**src/rtl/nco_pkg.sv**
```systemverilog
// Shared definitions for the NCO phase generator: FSM states, mode encodings, default widths.
package nco_pkg;

    localparam int unsigned ACC_W_DEF     = 16;
    localparam int unsigned PH_W_DEF      = 10;
    localparam int unsigned SWEEP_DIV_DEF = 8;

    typedef enum logic [1:0] {
        ST_IDLE  = 2'd0,
        ST_RUN   = 2'd1,
        ST_SWEEP = 2'd2
    } nco_state_e;

    // Mode 3 is reserved and behaves like continuous.
    typedef enum logic [1:0] {
        MODE_CONT   = 2'd0,
        MODE_SWEEP  = 2'd1,
        MODE_SINGLE = 2'd2,
        MODE_RSVD   = 2'd3
    } nco_mode_e;

endpackage

```
**src/rtl/nco_phase_acc.sv**
```systemverilog
// Phase accumulator with registered phase-offset adder and carry-out (wrap) detection.
module nco_phase_acc
    import nco_pkg::*;
#(
    parameter int unsigned ACC_W = ACC_W_DEF,
    parameter int unsigned PH_W  = PH_W_DEF
) (
    input  logic             clk,
    input  logic             rst_n,
    input  logic             clear,
    input  logic             adv,
    input  logic             upd_x,
    input  logic [ACC_W-1:0] fcw,
    input  logic [PH_W-1:0]  phase_off,
    output logic [PH_W-1:0]  x,
    output logic             wrap,
    output logic             carry_c
);

    logic [ACC_W-1:0] acc;
    logic [ACC_W:0]   sum;
    logic [PH_W-1:0]  x_nxt;

    // Next accumulator value; the extra MSB is the carry out.
    assign sum     = {1'b0, acc} + {1'b0, fcw};
    assign carry_c = sum[ACC_W];
    assign x_nxt   = sum[ACC_W-1 -: PH_W] + phase_off;

    // Clear restarts at phase 0 (x = offset); x is only refreshed while the run continues.
    always_ff @(posedge clk or negedge rst_n) begin
        if (!rst_n) begin
            acc  <= '0;
            x    <= '0;
            wrap <= 1'b0;
        end else if (clear) begin
            acc  <= '0;
            x    <= phase_off;
            wrap <= 1'b0;
        end else if (adv) begin
            acc  <= sum[ACC_W-1:0];
            wrap <= carry_c;
            if (upd_x) begin
                x <= x_nxt;
            end
        end else begin
            wrap <= 1'b0;
        end
    end

endmodule

```
**src/rtl/nco_phase_gen.sv**
```systemverilog
// NCO phase generator: config capture, run/sweep FSM, sweep step counter around nco_phase_acc.
module nco_phase_gen
    import nco_pkg::*;
#(
    parameter int unsigned ACC_W     = ACC_W_DEF,
    parameter int unsigned PH_W      = PH_W_DEF,
    parameter int unsigned SWEEP_DIV = SWEEP_DIV_DEF
) (
    input  logic             clk,
    input  logic             rst_n,
    input  logic             cfg_valid,
    output logic             cfg_ready,
    input  logic [1:0]       cfg_mode,
    input  logic [ACC_W-1:0] cfg_fcw,
    input  logic [ACC_W-1:0] cfg_fcw_end,
    input  logic [ACC_W-1:0] cfg_step,
    input  logic [PH_W-1:0]  cfg_phase_off,
    input  logic             start,
    input  logic             stop,
    output logic [PH_W-1:0]  x,
    output logic             x_valid,
    output logic             wrap,
    output logic             busy,
    output logic             done
);

    localparam int unsigned      CNT_W    = (SWEEP_DIV > 1) ? $clog2(SWEEP_DIV) : 1;
    localparam logic [CNT_W-1:0] CNT_LAST = CNT_W'(SWEEP_DIV - 1);

    nco_state_e state, state_nxt;

    logic [1:0]       mode_q;
    logic [ACC_W-1:0] fcw_q, fcw_end_q, step_q;
    logic [PH_W-1:0]  off_q;

    logic             cfg_take;
    logic [1:0]       mode_e;
    logic [ACC_W-1:0] fcw_e;
    logic [PH_W-1:0]  off_e;

    logic [ACC_W-1:0] fcw_cur;
    logic [ACC_W:0]   fcw_sum;
    logic [ACC_W-1:0] fcw_sat;
    logic [CNT_W-1:0] cnt;
    logic             boundary;
    logic             sweep_end;
    logic             single_end;
    logic             acc_carry_c;

    logic clear, adv, upd_x, fcw_step, cnt_adv;
    logic valid_d, busy_d, done_d;

    // A config offered alongside start is used by that start.
    assign cfg_take = cfg_valid && cfg_ready;
    assign mode_e   = cfg_take ? cfg_mode      : mode_q;
    assign fcw_e    = cfg_take ? cfg_fcw       : fcw_q;
    assign off_e    = cfg_take ? cfg_phase_off : off_q;

    // Sweep bookkeeping: saturating step, block boundary, end-of-sweep (step 0 never ends).
    assign fcw_sum    = {1'b0, fcw_cur} + {1'b0, step_q};
    assign fcw_sat    = (fcw_sum >= {1'b0, fcw_end_q}) ? fcw_end_q : fcw_sum[ACC_W-1:0];
    assign boundary   = (cnt == CNT_LAST);
    assign sweep_end  = (step_q != '0) && (fcw_cur >= fcw_end_q);
    assign single_end = (mode_q == 2'(MODE_SINGLE)) && acc_carry_c;

    // Configuration registers.
    always_ff @(posedge clk or negedge rst_n) begin
        if (!rst_n) begin
            mode_q    <= '0;
            fcw_q     <= '0;
            fcw_end_q <= '0;
            step_q    <= '0;
            off_q     <= '0;
        end else if (cfg_take) begin
            mode_q    <= cfg_mode;
            fcw_q     <= cfg_fcw;
            fcw_end_q <= cfg_fcw_end;
            step_q    <= cfg_step;
            off_q     <= cfg_phase_off;
        end
    end

    // FSM state register.
    always_ff @(posedge clk or negedge rst_n) begin
        if (!rst_n) begin
            state <= ST_IDLE;
        end else begin
            state <= state_nxt;
        end
    end

    // Next-state logic; stop wins over completion and start.
    always_comb begin
        state_nxt = state;
        case (state)
            ST_IDLE: begin
                if (start) begin
                    state_nxt = (mode_e == 2'(MODE_SWEEP)) ? ST_SWEEP : ST_RUN;
                end
            end
            ST_RUN: begin
                if (stop || single_end) begin
                    state_nxt = ST_IDLE;
                end
            end
            ST_SWEEP: begin
                if (stop || (boundary && sweep_end)) begin
                    state_nxt = ST_IDLE;
                end
            end
            default: state_nxt = ST_IDLE;
        endcase
    end

    // Datapath controls and next values of the registered status outputs.
    always_comb begin
        clear    = 1'b0;
        adv      = 1'b0;
        upd_x    = 1'b0;
        fcw_step = 1'b0;
        cnt_adv  = 1'b0;
        valid_d  = 1'b0;
        busy_d   = 1'b0;
        done_d   = 1'b0;
        case (state)
            ST_IDLE: begin
                if (start) begin
                    clear   = 1'b1;
                    valid_d = 1'b1;
                    busy_d  = 1'b1;
                end
            end
            ST_RUN: begin
                if (!stop) begin
                    adv = 1'b1;
                    if (single_end) begin
                        done_d = 1'b1;
                    end else begin
                        upd_x   = 1'b1;
                        valid_d = 1'b1;
                        busy_d  = 1'b1;
                    end
                end
            end
            ST_SWEEP: begin
                if (!stop) begin
                    adv     = 1'b1;
                    cnt_adv = 1'b1;
                    if (boundary && sweep_end) begin
                        done_d = 1'b1;
                    end else begin
                        upd_x    = 1'b1;
                        valid_d  = 1'b1;
                        busy_d   = 1'b1;
                        fcw_step = boundary;
                    end
                end
            end
            default: ;
        endcase
    end

    // Current frequency word and sweep sample counter.
    always_ff @(posedge clk or negedge rst_n) begin
        if (!rst_n) begin
            fcw_cur <= '0;
            cnt     <= '0;
        end else begin
            if (clear) begin
                fcw_cur <= fcw_e;
            end else if (fcw_step) begin
                fcw_cur <= fcw_sat;
            end
            if (clear) begin
                cnt <= '0;
            end else if (cnt_adv) begin
                cnt <= boundary ? '0 : cnt + CNT_W'(1);
            end
        end
    end

    // Registered status outputs.
    always_ff @(posedge clk or negedge rst_n) begin
        if (!rst_n) begin
            x_valid   <= 1'b0;
            busy      <= 1'b0;
            done      <= 1'b0;
            cfg_ready <= 1'b1;
        end else begin
            x_valid   <= valid_d;
            busy      <= busy_d;
            done      <= done_d;
            cfg_ready <= (state_nxt == ST_IDLE);
        end
    end

    nco_phase_acc #(
        .ACC_W (ACC_W),
        .PH_W  (PH_W)
    ) u_acc (
        .clk       (clk),
        .rst_n     (rst_n),
        .clear     (clear),
        .adv       (adv),
        .upd_x     (upd_x),
        .fcw       (fcw_cur),
        .phase_off (off_e),
        .x         (x),
        .wrap      (wrap),
        .carry_c   (acc_carry_c)
    );

endmodule

```
**config.mk**
```make
export PLATFORM = sky130hd
export DESIGN_NAME = nco_phase_gen
export DESIGN_NICKNAME = d
export VERILOG_FILES = /design/src/rtl/nco_pkg.sv /design/src/rtl/nco_phase_acc.sv /design/src/rtl/nco_phase_gen.sv
export SDC_FILE = /design/constraint.sdc
export NUM_CORES = 1
export LEC_CHECK = 0
export BUFFER_PORTS_ARGS = -buffer_cell sky130_fd_sc_hd__buf_4
export CORE_ASPECT_RATIO = 1.5
export CORE_UTILIZATION = 61
export CTS_CLUSTER_DIAMETER = 80
export CTS_CLUSTER_SIZE = 24
export DETAILED_ROUTE_END_ITERATION = 8
export HOLD_SLACK_MARGIN = 0.02
export PLACE_DENSITY = 0.82
export SLEW_MARGIN = 20
export SYNTH_ARGS = -nofsm -noshare
export SYNTH_HDL_FRONTEND = slang
export SYNTH_SLANG_ARGS = --single-unit
```
**constraint.sdc**
```tcl
create_clock -name clk -period 12.3 [get_ports clk]
set_clock_uncertainty 0.05 [all_clocks]
set_input_delay 2.46 -clock clk [delete_from_list [all_inputs] [get_ports clk]]
set_output_delay 2.46 -clock clk [all_outputs]
set_load 0.01 [all_outputs]
```
==> results of run 1 <==
[stage by stage]
stage | util | setup slack (ns)
2_1_floorplan | - | 6.74
3_3_place_gp | 0.695 | 6.26
3_5_place_dp | 0.695 | 6.09
4_1_cts | 0.718 | 6.47
5_1_grt | 0.719 | 6.09
6_report | 0.719 | 6.54
[state kept, by name (all words and copies together) (netlist names), 3 cells and up]
register	count
fcw_cur	16
fcw_end_q	16
fcw_q	16
step_q	16
u_acc.acc	16
off_q	10
u_acc.x	10
cnt	3
[synth_stat cells (3+ instances only)]
cell | count | share of area
buf_4 | 3 | 0.0031
a211oi_1 | 8 | 0.0082
and2_1 | 4 | 0.0034
a2111oi_0 | 5 | 0.0060
fa_1 | 3 | 0.0082
inv_1 | 36 | 0.018
nor4_1 | 7 | 0.0060
nand4_1 | 4 | 0.0034
and3_1 | 4 | 0.0034
o21bai_1 | 3 | 0.0031
nor3_1 | 19 | 0.013
xor2_1 | 7 | 0.0084
mux2_2 | 59 | 0.090
a22oi_1 | 3 | 0.0031
a31oi_1 | 9 | 0.0077
nand2b_1 | 5 | 0.0043
buf_1 | 5 | 0.0026
nand3_1 | 12 | 0.0082
a21o_1 | 19 | 0.019
a21oi_1 | 41 | 0.028
o211ai_2 | 7 | 0.012
nor2_1 | 30 | 0.015
ha_1 | 79 | 0.13
o21ai_0 | 17 | 0.012
nand2_1 | 66 | 0.034
mux2i_1 | 24 | 0.033
o21a_1 | 6 | 0.0061
o21ai_2 | 3 | 0.0036
o211ai_1 | 11 | 0.011
a22o_1 | 6 | 0.0072
dfrtp_1 | 110 | 0.37
o21ai_1 | 10 | 0.0068
or3_1 | 7 | 0.0060
clkbuf_1 | 8 | 0.0041
nor2b_1 | 6 | 0.0051
xnor2_1 | 17 | 0.020
[metal layers]
metal,part of all wire,vias to the layer above
li1,-,2768
met1,0.39,2792
met4,0.035,0
met5,0,-
met2,0.53,163
met3,0.036,46
[how the worst max path moves through the flow]
stage	start	endpoint	depth (start not counted)
after CTS	cfg_valid	u_acc.x[8]	14
after global routing	cfg_valid	u_acc.x[8]	14
final	cfg_valid	u_acc.x[8]	14
after floorplan	cfg_valid	u_acc.x[8]	13
after global placement	cfg_valid	u_acc.x[8]	14
after detailed placement	cfg_valid	u_acc.x[8]	14
[area by class of cell]
type                            instances  area share
Clock inverter                          6     0.00570
Inverter                               38      0.0171
Timing Repair Buffer                   84      0.0761
Tap cell                              150      0.0225
Multi-Input combinational cell        544       0.518
Clock buffer                            9      0.0270
Sequential cell                       111       0.333
[placed cells by master (no fill, tap or decap), drive strengths merged, types with 3 or more instances in the layout]
cell	netlist	final
xor2	7	7
o2111ai	3	3
nand3	12	12
a21o	19	19
o21bai	3	3
a21oi	43	43
and3	5	5
nor3	19	19
a22o	6	6
mux2i	24	24
nand4	4	4
dfrtp	110	110
ha	79	79
fa	3	3
inv	38	39
o21ai	31	31
or3	7	7
clkinv	0	4
clkbuf	9	9
xnor2	17	17
nand2	68	68
mux2	61	61
buf	10	84
o21a	6	6
a31oi	10	10
a22oi	3	3
a211oi	8	8
nand2b	5	5
and2	4	4
o211ai	18	18
o311ai	3	3
nor2b	7	7
a2111oi	5	5
nor2	30	30
nor4	7	7
[logic make-up (layout without fill, tap and decap cells)]
logic type,Yosys count,in the layout,share of synthesized area
AO/OA/AOI/OAI,176,176,0.175
XOR/XNOR,24,24,0.0286
adder cells (fa/ha/maj),82,82,0.143
buffers and inverters,57,137,0.0337
flip-flops,111,111,0.378
multiplexers,85,85,0.126
AND/OR/NAND/NOR,177,177,0.115
[critical path, delay by kind of cell]
| kind | cells | cell delay [ns] |
|---|---|---|
| AND/OR/NAND/NOR | 2 | 0.19 |
| buffers and inverters | 2 | 0.67 |
| adder cells (fa/ha/maj) | 2 | 0.64 |
| XOR/XNOR | 1 | 0.15 |
| multiplexers | 2 | 0.75 |
| AO/OA/AOI/OAI | 5 | 1.06 |
==> flow_summary.yaml, run 1 <==
hold_path:
  hp-start: "u_acc.x[0]"
  hold_end: "u_acc.x[0]"
  min_path_type: "reg2reg"
  worstHoldPathCells: 1
clocking:
  hold_buffers: 0
  ctsHtreeMaxLevel: 3
  cts-buffers-inserted: 9
  cts_tree: "done"
  clock_path_buffers: 2
  clk-insertion-delay-late_ns: 0.36
  cts_resized: 0
  clock_sinks: 111
  post-cts-setup-buffers: 0
  path_clk_slew_ns: 0.07
  cts-root-buf: "clkbuf_16"
grt:
  grt.busiest_layer: "met2"
  antenna_found_initial: 0
  track_usage: 0.286
  grt_pass1_vias: 6095
  use_met2: 0.538
  grt_util_met1: 0.315
  overflow: 0
  grt_util_met3: 0.0375
  grt_max_degree: 61
  grt_pass1_wl_mm: 28.1
finish:
  fillCellCount: 829
  design_area_um2: 8330
  seq_area_um2: 2780
  antenna_cells: 0
  stdcell_count: 942
  layout-drive-gt1-share: 0.237
  layout.nets: 935
  multi_input_area_um2: 4320
  syn2layout_area_growth_pct: 13.5
floorplan:
  dieHeight_um: 136
  io-pin-count: 80
  rows: 48
  start_util: 0.633
  core-area_um2: 11600
  die_w_um: 91.6
  die_area_um2: 12500
place:
  placed_cell_area_um2: 8050
  post-dp-hpwl_mm: 12.5
  place_congestion: 0.933
  portBuffers: 79
  dp.cells: 926
logic_synthesis:
  synthArstFlopShare: 1.00
  postSynthCellCount: 712
  syn-num-nets: 859
  yosysUniqueCellTypes: 75
  ys_seq_elements: 111
  synth.avg_cell_area_um2: 10.3
  synth_edf_count: 0
  netlist_area_um2: 7340
  yosysWarnings: 0
  synth_flop_cell: "dfrtp_1"
  ys_seq_area_frac: 0.378
drt:
  drc: 0
  postRouteWirelength_mm: 16.5
  via_count: 5769
  ant_nets: 0
  avgRoutedWirePerCell_um: 17.6
  drtIter0Drc: 228
  viasPerCell: 6.12
  dr.pass1.iters: 5
setup_path:
  startpoint_type: "input pin"
  r2r_start: "fcw_cur[0]"
  path_cells: "buf_4 > nand2_2 > buf_4 > mux2_2 > ha_1 > fa_1 > a21o_1 > a21oi_1 > o21bai_1 > a2111oi_0 > nor3_1 > xnor2_1 > a21oi_1 > mux2_1"
  slowest_stage: "buf_4"
  crit_type: "in2reg"
  cp_max_fo: 60
  worstRegToRegCells: 14
  cp-end-kind: "flop"
  arrival_ns: 5.95
  cp.required_ns: 12.49
  slowest_delay_ns: 0.56
  r2r_slack_ns: 7.45
  worst_r2r_endpoint: "fcw_cur[9]"
sta:
  rsz0062_at_grt: "false"
  tightest_slew_ns: 1.14
  finalHoldViolCount: 0
  hold_slack_ns: 0.434
  fin_setup_tns_ns: 0
  max_clock_freq_mhz: 174
  relSlewSlack: 0.236
  fin_crit_ns: 5.76
  drv_slew: 0
  setup_viol: 0
  fin_crit_sh: 0.468
outcome:
  status: "finished clean"
flow_run:
  cap_violations: 0
Power of run 1 is left out: the tool's default activity adds up to more than one toggle a clock period on the data nets, which glitch-free logic cannot reach.
==> inputs of run 2 (changes only) <==
Settings changed: ABC_AREA set to 1, CORE_UTILIZATION 61 to 54, PLACE_DENSITY 0.82 to 0.77.
Clock period 12.3 ns to 4.85 ns, I/O delays scaled along.
==> flow_summary.yaml, run 2 <==
setup_path:
  cp-end-kind: "flop"
  crit_type: "reg2reg"
  startpoint_type: "flop"
  cp.required_ns: 5.05
  arrival_ns: 3.92
  cp_max_fo: 27
sta:
  finalHoldViolCount: 0
  relSlewSlack: 0.444
  fin_crit_sh: 0.767
  setup_viol: 0
  max_clock_freq_mhz: 269
  drv_slew: 0
  fin_setup_tns_ns: 0
  rsz0062_at_grt: "false"
  tightest_slew_ns: 0.834
  fin_crit_ns: 3.72
floorplan:
  start_util: 0.551
  core-area_um2: 13900
  rows: 53
  dieHeight_um: 148
  die_w_um: 99.3
  io-pin-count: 80
  die_area_um2: 14700
clocking:
  clk-insertion-delay-late_ns: 0.36
  path_clk_slew_ns: 0.08
  ctsHtreeMaxLevel: 3
  cts_resized: 0
  cts-buffers-inserted: 9
  hold_buffers: 0
  cts_tree: "done"
  clock_path_buffers: 2
  cts-root-buf: "clkbuf_16"
  post-cts-setup-buffers: 0
  clock_sinks: 111
grt:
  grt_pass1_vias: 6677
  antenna_found_initial: 0
  grt_max_degree: 63
  overflow: 0
  track_usage: 0.263
  grt_pass1_wl_mm: 30.4
logic_synthesis:
  synth_commonest_cells: "nand2_1 (224), dfrtp_1 (110), inv_1 (98)"
  synthArstFlopShare: 1.00
  synth_flop_cell: "dfrtp_1"
  synth.area.mux_share: 0.0528
  synth_top_area_frac: 0.359
  synth_compound_area_frac: 0.123
  synth.avg_cell_area_um2: 8.31
  yosys.area_share.simple: 0.231
  synth_xor_xnor_area_share: 0.0285
  synthAdderAreaFrac: 0.137
  synthTopCellsByArea: "dfrtp_1 (36%), ha_1 (13%), nand2_1 (11%), mux2_2 (5.3%), inv_1 (4.8%)"
  syn-num-nets: 1070
  netlist_area_um2: 7670
  synth_top_family_by_area: "simple AND/OR/NAND/NOR gates"
  ys_seq_area_frac: 0.362
  postSynthCellCount: 923
  yosysWarnings: 0
  synth_edf_count: 0
  synth_largest_area_cell: "dfrtp_1"
  yosysUniqueCellTypes: 49
  ys_seq_elements: 111
  synth_most_common_cell: "nand2_1"
drt:
  drtIter0Drc: 217
  via_count: 6461
  drc: 2
  dr.pass1.iters: 6
  viasPerCell: 5.53
  postRouteWirelength_mm: 18.1
  ant_nets: 0
  avgRoutedWirePerCell_um: 15.5
outcome:
  status: "complete, but fails checks"
  failed_checks: "DRC"
finish:
  layout.nets: 1146
  final_cell_mix: "nand2_1 (224), dfrtp_1 (110), inv_1 (98)"
  syn2layout_area_growth_pct: 13.3
  antenna_cells: 0
  final_util: 0.625
  stdcell_count: 1169
  layout_commonest_cell: "nand2_1"
  fillCellCount: 1209
  layout-drive-gt1-share: 0.187
place:
  post-dp-hpwl_mm: 14.0
  place_congestion: 0.947
  portBuffers: 79
  dp.cells: 1153
hold_path:
  min_path_type: "reg2reg"
flow_run:
  cap_violations: 0
==> run 2: changes by cell type in the layout (fill, tap and decap cells not counted), sizes merged, moves of 25 or more <==
| cell | previous run | this run |
|---|---|---|
| nand2 | 68 | 242 |
| inv | 39 | 104 |
| nand3 | 12 | 68 |
| nor2 | 30 | 62 |
| a21oi | 43 | 69 |
| mux2 | 61 | 36 |
==> run 2: worst max-delay path, cell delays in order, from the launching register on <==
cell and delay [ns]:
dfrtp_1 0.49, ha_1 0.32, nand2_1 0.04, nand2_1 0.05, o21ai_0 0.16, o21ai_1 0.40
nand2_1 0.09, nand2_1 0.09, xor2_1 0.25, inv_1 0.07, ha_1 0.18, a21oi_1 0.15
nor2_1 0.06, a211oi_1 0.18, nand2_1 0.08, nand2_1 0.20, nand3_4 0.38, nand2_1 0.17
nand3_1 0.08, nand2_1 0.07, nand2_1 0.05
==> run 2: metal layers <==
layer,vias to the layer above,share of wire,track usage
met5,-,0,0
met4,0,0.045,0.137
met3,49,0.026,0.0383
met2,121,0.53,0.485
met1,3046,0.40,0.287
li1,3245,-,-
==> run 2: final timing paths <==
path	startpoint	endpoint	slack, ns	cells past startpoint
max	fcw_cur[1]	fcw_cur[14]	1.13	20
min	u_acc.x[4]	u_acc.x[4]	0.44	2
max reg2reg	fcw_cur[1]	fcw_cur[14]	1.13	20
min reg2reg	u_acc.x[4]	u_acc.x[4]	0.44	2
max in group asynchronous	rst_n	fcw_q[5]	3.18	2
min in group asynchronous	rst_n	step_q[13]	0.66	1
==> run 2: final cells by class <==
cell class / instances / area [um^2] / area share
tap: 165 / 206 / 0.0237
clock buffer: 12 / 256 / 0.0295
sequential: 111 / 2780 / 0.320
inverter: 101 / 379 / 0.0436
multi-input combinational: 690 / 4400 / 0.505
timing repair buffer: 86 / 646 / 0.0742
clock inverter: 4 / 35.0 / 0.00403
==> run 2: per-stage QoR <==
step	setup WS (ns)	hold WS [ns]	cell area (um^2)
final	1.13	0.442	8700
after global routing	0.812	0.459	8700
after CTS	1.17	0.443	8700
after detailed placement	1.18	0.416	8410
after global placement	1.21	0.419	8410
after floorplan	1.75	0.403	7670
==> run 2: cells by family after synthesis <==
kind of cell | count (synthesis)
AND/OR/NAND/NOR | 396
AO/OA/AOI/OAI | 151
buffers and inverters | 122
flip-flops | 111
adder cells (fa/ha/maj) | 82
multiplexers | 36
XOR/XNOR | 25
Power of run 2 is left out for the same reason.
